===== src/rtl/fdn_pipe.sv =====
// fdn_pipe: parametrised, stallable, flushable register pipeline.
// Each data word travels with its own valid bit. An occupancy count and an
// empty flag track how many stages currently hold a valid word.
// Every output comes straight from a flop, so there is no combinational path
// from D, VI, CE or FL to any output.
module fdn_pipe #(
    parameter int                 WIDTH = 4,
    parameter int                 DEPTH = 1,
    parameter logic [WIDTH-1:0]   INIT  = {WIDTH{1'b0}},
    parameter int                 CNTW  = $clog2(DEPTH + 1)
) (
    input  logic              CK,
    input  logic              CLR,
    input  logic              CE,
    input  logic              FL,
    input  logic [WIDTH-1:0]  D,
    input  logic              VI,
    output logic [WIDTH-1:0]  Q,
    output logic              VO,
    output logic [CNTW-1:0]   CNT,
    output logic              EMPTY
);

    logic [DEPTH-1:0][WIDTH-1:0] s_q;
    logic [DEPTH-1:0][WIDTH-1:0] s_d;
    logic [DEPTH-1:0]            v_q;
    logic [DEPTH-1:0]            v_d;
    logic [CNTW-1:0]             cnt_q;
    logic [CNTW-1:0]             cnt_d;
    logic                        empty_q;
    logic                        empty_d;

    // Next-state: a flush beats an advance, and with neither the state holds.
    always_comb begin
        s_d   = s_q;
        v_d   = v_q;
        cnt_d = cnt_q;
        if (FL) begin
            // Only the valid bits are dropped; the data stays where it is.
            v_d   = {DEPTH{1'b0}};
            cnt_d = {CNTW{1'b0}};
        end else if (CE) begin
            s_d[0] = D;
            v_d[0] = VI;
            for (int i = 1; i < DEPTH; i++) begin
                s_d[i] = s_q[i-1];
                v_d[i] = v_q[i-1];
            end
            // A valid word entering and a valid word leaving on the same
            // edge cancel out, so the count never wraps.
            if (VI && !v_q[DEPTH-1]) begin
                cnt_d = cnt_q + CNTW'(1);
            end else if (!VI && v_q[DEPTH-1]) begin
                cnt_d = cnt_q - CNTW'(1);
            end else begin
                cnt_d = cnt_q;
            end
        end else begin
            s_d   = s_q;
            v_d   = v_q;
            cnt_d = cnt_q;
        end
    end

    // The empty flag is computed from the next count so that it is registered
    // in step with CNT.
    always_comb begin
        empty_d = 1'b0;
        if (cnt_d == {CNTW{1'b0}}) begin
            empty_d = 1'b1;
        end else begin
            empty_d = 1'b0;
        end
    end

    // State registers. A synchronous clear overrides everything else,
    // including a flush on the same edge.
    always_ff @(posedge CK) begin
        if (CLR) begin
            for (int i = 0; i < DEPTH; i++) begin
                s_q[i] <= INIT;
            end
            v_q     <= {DEPTH{1'b0}};
            cnt_q   <= {CNTW{1'b0}};
            empty_q <= 1'b1;
        end else begin
            s_q     <= s_d;
            v_q     <= v_d;
            cnt_q   <= cnt_d;
            empty_q <= empty_d;
        end
    end

    // The outputs are the last stage and the count flops, with no logic added.
    assign Q     = s_q[DEPTH-1];
    assign VO    = v_q[DEPTH-1];
    assign CNT   = cnt_q;
    assign EMPTY = empty_q;

endmodule


===== config.mk =====
export PLATFORM = sky130hd
export DESIGN_NAME = fdn_pipe
export DESIGN_NICKNAME = d
export VERILOG_FILES = /design/src/rtl/fdn_pipe.sv
export SDC_FILE = /design/constraint.sdc
export NUM_CORES = 1
export LEC_CHECK = 0
export BUFFER_PORTS_ARGS = -buffer_cell sky130_fd_sc_hd__clkbuf_2
export CELL_PAD_IN_SITES_DETAIL_PLACEMENT = 0
export CELL_PAD_IN_SITES_GLOBAL_PLACEMENT = 1
export CORE_AREA = 2 2 39 41
export DETAILED_ROUTE_END_ITERATION = 12
export DIE_AREA = 0 0 41 43
export PLACE_DENSITY_LB_ADDON = 0.2
export REMOVE_ABC_BUFFERS = 1
export SLEW_MARGIN = 25
export SYNTH_ARGS = -nofsm -noshare
export SYNTH_HDL_FRONTEND = slang
export SYNTH_SLANG_ARGS = --single-unit
export TNS_END_PERCENT = 1

===== constraint.sdc =====
create_clock -name CK -period 1 [get_ports CK]
set_input_delay 0.25 -clock CK [delete_from_list [all_inputs] [get_ports CK]]
set_output_delay 0.25 -clock CK [all_outputs]
set_load 0.005 [all_outputs]

==> results by group, run 1 <==
Synth
  • Most common cell in the netlist: dfxtp_1
  • Synth async-reset ratio: 0%
  • Syn_area_per_cell: 10.86 µm²
  • Post-synthesis sequential element count: 7
  • Synth warnings: 0
  • Number of enable flip-flop cells after synthesis: 0
  • Seq/Total Area, Yosys: a little over 50%
  • Post-synth top cells: dfxtp_1 (7), mux2i_1 (6), nor2_1 (4), nor3_1 (2)
  • Post-Syn Area: 271.5 µm²
  • Yosys top cell area share: 51.61%
  • Cells after synthesis: 25
  • Top FF cell, synth: dfxtp_1
  • Synth area leader: dfxtp_1
  • Top area cells in the synthesized netlist: dfxtp_1 (52%), mux2i_1 (22%), mux2_4 (5.5%), nor2_1 (5.5%), nor3_1 (3.7%)
  • Cell variety after synth: 10

Route
  • Routed len/inst: between 10 and 15 µm
  • DRC Markers: 0
  • Post-DRT Antenna Nets: 0
  • Starting DRC count in detailed routing: 0
  • Total number of vias: between 200 and 250
  • Post-Route WL: between 600 and 700 µm
  • Drt pass-1 iters: 1
  • DR vias/cell: around 3.9

Pwr
  • Worst VDD drop: 0.0004984 V
  • Gate power share: 12.9%
  • Total power: 0.6413 mW
  • Sequential power share: 46.6%
  • PD cells: 1517 nW/µm²
  • Sw Ratio: 23.23%
  • Clk pwr share: 40.5%
  • Leak: 0.2117 nW
  • Sw power: about 0.15 mW
  • Internal: 0.4923 mW

STA
  • Worst-margin pin slew: 0.2600 ns
  • Max Clock Freq: a little under 1 GHz
  • Final hold vios: 0
  • # setup viols final: 2
  • Final setup margin: -0.03691 ns
  • Post-route minimum period: between 1 and 1.5 ns
  • Slew headroom: 82.63%
  • Slew Limit Fails: 0
  • Layout Skew: 0.0004414 ns
  • RSZ-0062 raised after global routing: yes
  • Crit share post-route: 103.7%

Worst setup path
  • Cell mode on critical path: buf_6
  • CP Max Fanout: 2
  • Setup crit start kind: flip-flop
  • Worst setup path class: flip-flop to output port
  • Largest stage delay on the critical path: about 0.33 ns
  • CP arrival: 0.79 ns
  • Critical path's slowest cell: dfxtp_2
  • Worst-path cell chain: buf_6 -> buf_6
  • Critical Path Sink Type: output port
  • Critical Path RT: about 0.75 ns

Die
  • Core Region: 1384 µm²
  • Initial core utilization: 19.62%
  • Chip width: 41 µm
  • Die ar.: 1763 µm²
  • IO Count: 16
  • Std-Cell Rows: 14
  • Die height: 43 µm

Place
  • I/O Buffers: 15
  • Routability cong.: 0.6207
  • Placed Cells: 58
  • Place WS: -0.03665 ns

Clock network
  • Clock sinks: 7
  • Clk_lat worst skew: between 0.2 and 0.3 ns
  • Clock Path Buffers: 2
  • CTS tree: done
  • Htree depth: 1
  • Total CTS buffers: 3
  • CTS clk-pin slew, worst paths: approximately 0.050 ns
  • Setup repair bufs after CTS: 0
  • Root Buffer: clkbuf_4

Finish
  • P&R area growth vs syn: 55.76%
  • Fill cell count: 148
  • # nets final: 56
  • FF+latch area: ~140 µm²
  • Fraction of layout cells with a size suffix above 1: 52.17%
  • Multi-input combinational cell area: 126.4 µm²
  • Post-route insts no fill: 62
  • Number of diodes: 0

Global route
  • Grt total ovfl: 0
  • First-pass GRT wire length: 1035 µm
  • Number of global-route vias before repair: 276
  • Largest net degree at the start of global routing: 8
  • Antenna violations before repair: 0
  • GRT Util Overall: under 10%

Run status
  • Status: finished, violations left
  • Failing checks: setup timing

Job
  • Maxcap violations: 0

Hold path
  • Worst min path class: input port to flip-flop
## cell type report
type                            count  area share, %
Sequential cell                     7          33.73
Tap cell                           16          4.734
Multi-Input combinational cell     17          29.88
Clock buffer                        4          6.213
Timing Repair Buffer               18          25.44
## what timing repair did
action                     in CTS  in global routing
hold buffers                    0                  0
setup endpoints to repair       2                  4
pin swaps                       1                  0
resized for setup               2                  2
## flip-flops by register name, summed over array words and instances, names as in the netlist
signal and flops:
EMPTY 1, VO 1, Q 4, CNT 1
## worst paths after layout
path	start	end	slack, ns	cells after the start
setup / recovery	VO	VO	-0.04	2
hold / removal	FL	VO	0.22	2
setup reg to reg	VO	CNT	-0.03	3
hold reg to reg	Q[2]	Q[2]	0.50	2
## layout by cell type, fill, tap and decap left out, drive strengths merged
cell,instances
mux2,1
clkbuf,18
dfxtp,7
nor3b,1
xor2,1
nor2b,1
nand2,1
nor3,2
nor2,4
buf,4
mux2i,6
## cell families (layout without fill, tap and decap cells)
logic type	count (synthesis)	after routing	share of synthesized area [%]
mux	7	7	27.65
flops	7	7	51.61
xor+xnor	1	1	3.226
buf+inv	1	22	1.842
simple gates	9	9	15.67
## per-stage QoR
step	area (µm²)	TNS, ns	hold WS, ns	util (%)
6_report	422.9	-0.06326	0.2209	30.56
2_1_floorplan	266.5	-0.003409	0.3224	-
3_5_place_dp	384.1	-0.06295	0.4845	27.76
3_3_place_gp	384.1	-0.002687	0.4731	27.76
5_1_grt	422.9	-0.1830	0.2154	30.56
4_1_cts	415.4	-0.04921	0.2115	30.02
## worst max-delay path, delay by kind of cell, from the launching register on
| family | cells | cell delay (ns) |
|---|---|---|
| DFF | 1 | 0.33 |
| buffers and inverters | 2 | 0.21 |
## power groups by stage
stage | sequential (mW) | combinational, mW | clock [mW]
after global placement | 0.303 | 0.0776 | 0
after global routing | 0.299 | 0.0918 | 0.294
after detailed placement | 0.304 | 0.0806 | 0
after floorplan | 0.305 | 0.0314 | 0
after CTS | 0.298 | 0.0821 | 0.275
final | 0.299 | 0.0829 | 0.260
## routing by layer
metal / vias to the layer above / track usage [%] / share of wire [%]
met5: - / 0 / 0
met1: 107 / 8.414 / 42
met3: 0 / 3.141 / 5.8
li1: 126 / - / -
met4: 0 / 10.00 / 0
met2: 11 / 14.37 / 52
Power figures use the tool's default switching activity.
==> run 2: changes to the inputs <==
--- a/config.mk
+++ b/config.mk
@@ -5,7 +5,7 @@
 export SDC_FILE = /design/constraint.sdc
 export NUM_CORES = 1
 export LEC_CHECK = 0
-export BUFFER_PORTS_ARGS = -buffer_cell sky130_fd_sc_hd__clkbuf_2
+export BUFFER_PORTS_ARGS = -buffer_cell sky130_fd_sc_hd__buf_4
 export CELL_PAD_IN_SITES_DETAIL_PLACEMENT = 0
 export CELL_PAD_IN_SITES_GLOBAL_PLACEMENT = 1
 export CORE_AREA = 2 2 39 41
==> constraint.sdc (replaced) <==
create_clock -name CK -period 1.24 [get_ports CK]
set_input_delay 0.31 -clock CK [delete_from_list [all_inputs] [get_ports CK]]
set_output_delay 0.31 -clock CK [all_outputs]
set_load 0.005 [all_outputs]
==> run 2 against run 1 <==
The run now ends clean. Final cell count fell by 3.2%. Utilization is 0.72 points higher. Die area unchanged. Sequential share of layout area shrank 1.4 points. Flip-flop and latch count unchanged. Global-route usage down 0.69 points. Register-to-register slack gained 0.25 ns. Count of clock-buffer cells in the layout is the same. Critical path depth shrank 1. Via count shrank 0.82%. First-iteration DRC count did not move. Combinational power decreased by 13%. Critical path type unchanged.
==> results by group, run 2 (synthesis results as in run 1) <==
Die
  • Initial core utilization: 19.62%
  • Die height: 43 µm
  • Std-Cell Rows: 14
  • Die ar.: 1763 µm²
  • IO Count: 16
  • Core Region: 1384 µm²
  • Chip width: 41 µm

STA
  • RSZ-0062 raised after global routing: no
  • Worst-margin pin slew: 0.2456 ns
  • Crit share post-route: a little over four fifths
  • Max Clock Freq: 0.9674 GHz
  • # setup viols final: 0
  • Layout Skew: 0.002633 ns
  • Final hold vios: 0
  • Slew headroom: a little over four fifths
  • Final setup margin: 0.2063 ns
  • Slew Limit Fails: 0
  • Post-route minimum period: around 1.0 ns
  • Post-route setup TNS: 0 ns

Pwr
  • Sw power: 0.1109 mW
  • Sequential power share: 46.8%
  • Worst VDD drop: roughly 0.00044 V
  • Leak: approximately 0.21 nW
  • Internal: 0.4030 mW
  • Total power: 0.5139 mW
  • Clk pwr share: between 30% and 40%
  • Sw Ratio: between 20% and 30%
  • PD cells: 1187 nW/µm²
  • Gate power share: 14.0%

Worst setup path
  • Worst-path cell chain: buf_4
  • Delay-heaviest family, CP: flip-flops
  • Worst setup path start: VO
  • Worst R2R Path Depth: 3
  • Critical Path RT: around 0.93 ns
  • Setup crit start kind: flip-flop
  • Worst path depth: 1
  • FF-to-FF setup slack: ~0.22 ns
  • Worst r2r src: VO
  • Critical Path Sink Type: output port
  • Worst R2R End: CNT
  • CP Max Fanout: 3
  • CP arrival: 0.72 ns
  • Largest stage delay on the critical path: 0.36 ns
  • Worst path bufs/invs: 1
  • Critical path's slowest cell: dfxtp_1
  • Worst setup path class: flip-flop to output port
  • Critical path capture point: VO

Global route
  • Antenna violations before repair: 0
  • Largest net degree at the start of global routing: 8
  • Number of global-route vias before repair: 232
  • Grt total ovfl: 0
  • GRT Util Overall: 8.669%
  • First-pass GRT wire length: 959 µm

Finish
  • # nets final: 54
  • P&R area growth vs syn: 59.45%
  • Fill cell count: 141
  • Number of diodes: 0
  • Commonest non-fill, non-tap cell in the layout: buf_4
  • Utilization after layout: 31.28%
  • Fraction of layout cells with a size suffix above 1: 45.45%
  • Number of flip-flops in the largest register: 4
  • Commonest cells after routing, fill and taps aside: buf_4 (16), dfxtp_1 (7), mux2i_1 (6), nor2_1 (4), clkbuf_4 (3)

Clock network
  • CTS resizes: 0
  • Clock sinks: 7
  • Total CTS buffers: 3
  • CTS tree: done
  • Cts hold-fix bufs: 0
  • Clock Path Buffers: 2
  • Root Buffer: clkbuf_4
  • Clk_lat worst skew: 0.24 ns
  • Setup repair bufs after CTS: 0
  • Htree depth: 1
  • CTS clk-pin slew, worst paths: 0.05 ns

Job
  • Maxcap violations: 0

Place
  • Routability cong.: 0.6199
  • Placed wire-length estimate: 497.6 µm
  • Place WS: 0.1376 ns
  • I/O Buffers: 15

Route
  • Total number of vias: 242
  • Post-DRT Antenna Nets: 0
  • Drt pass-1 iters: 1
  • Post-Route WL: 621 µm
  • DRC Markers: 0
  • Starting DRC count in detailed routing: 0
  • Routed len/inst: 10.35 µm
  • DR vias/cell: 4.033

Hold path
  • Worst min path class: input port to flip-flop

Run status
  • Status: finished clean
==> run 2: cell types whose count changed in the layout (fill, tap and decap cells not counted) <==
cell      delta
buf_6        -2
clkbuf_2    -14
dfxtp_2      -2
buf_4       +14
dfxtp_1      +2
==> run 2: worst min-delay path by stage <==
stage | slack, ns | endpoint | from | depth (start not counted)
2_1_floorplan | 0.38 | Q[0] | CLR | 1
3_3_place_gp | 0.48 | Q[1] | Q[1] | 2
3_5_place_dp | 0.49 | Q[1] | Q[1] | 2
4_1_cts | 0.25 | VO | FL | 2
5_1_grt | 0.26 | VO | FL | 2
6_report | 0.27 | VO | FL | 2
==> run 2: cell type report <==
| type | instances | area (µm²) | area share, % |
|---|---|---|---|
| clock buffers | 4 | 26.28 | 6.069 |
| multi-input cells | 17 | 126.4 | 29.19 |
| flip-flops and latches | 7 | 140.1 | 32.37 |
| well taps | 16 | 20.02 | 4.624 |
| repair buffers | 16 | 120.1 | 27.75 |
==> run 2: stage by stage <==
step	instances	hold slack [ns]	cell area (µm²)
after floorplan	24	0.3824	266.5
final	60	0.2678	432.9
after global routing	60	0.2609	432.9
after detailed placement	56	0.4885	406.6
after global placement	56	0.4753	406.6
after CTS	60	0.2544	432.9
==> run 2: metal layers <==
metal / track usage [%] / vias up / part of all wire (%)
met5: 0 / - / 0
met2: 11.56 / 11 / 48
met4: 10.00 / 0 / 1.9
met3: 1.571 / 2 / 7.4
li1: - / 123 / -
met1: 10.10 / 106 / 42
==> run 2: power groups by stage <==
stage                     clock network, mW  registers, mW  logic [mW]
after floorplan                           0          0.246      0.0253
after global placement                    0          0.245      0.0702
after detailed placement                  0          0.245      0.0727
after CTS                             0.214          0.240      0.0729
after global routing                  0.231          0.241      0.0786
final                                 0.202          0.240      0.0719
==> run 2: worst register-to-register path, stage by stage (launching register included) <==
cell     delay [ns]
dfxtp_1        0.36
xor2_1         0.14
nand2_1        0.11
mux2_4         0.30
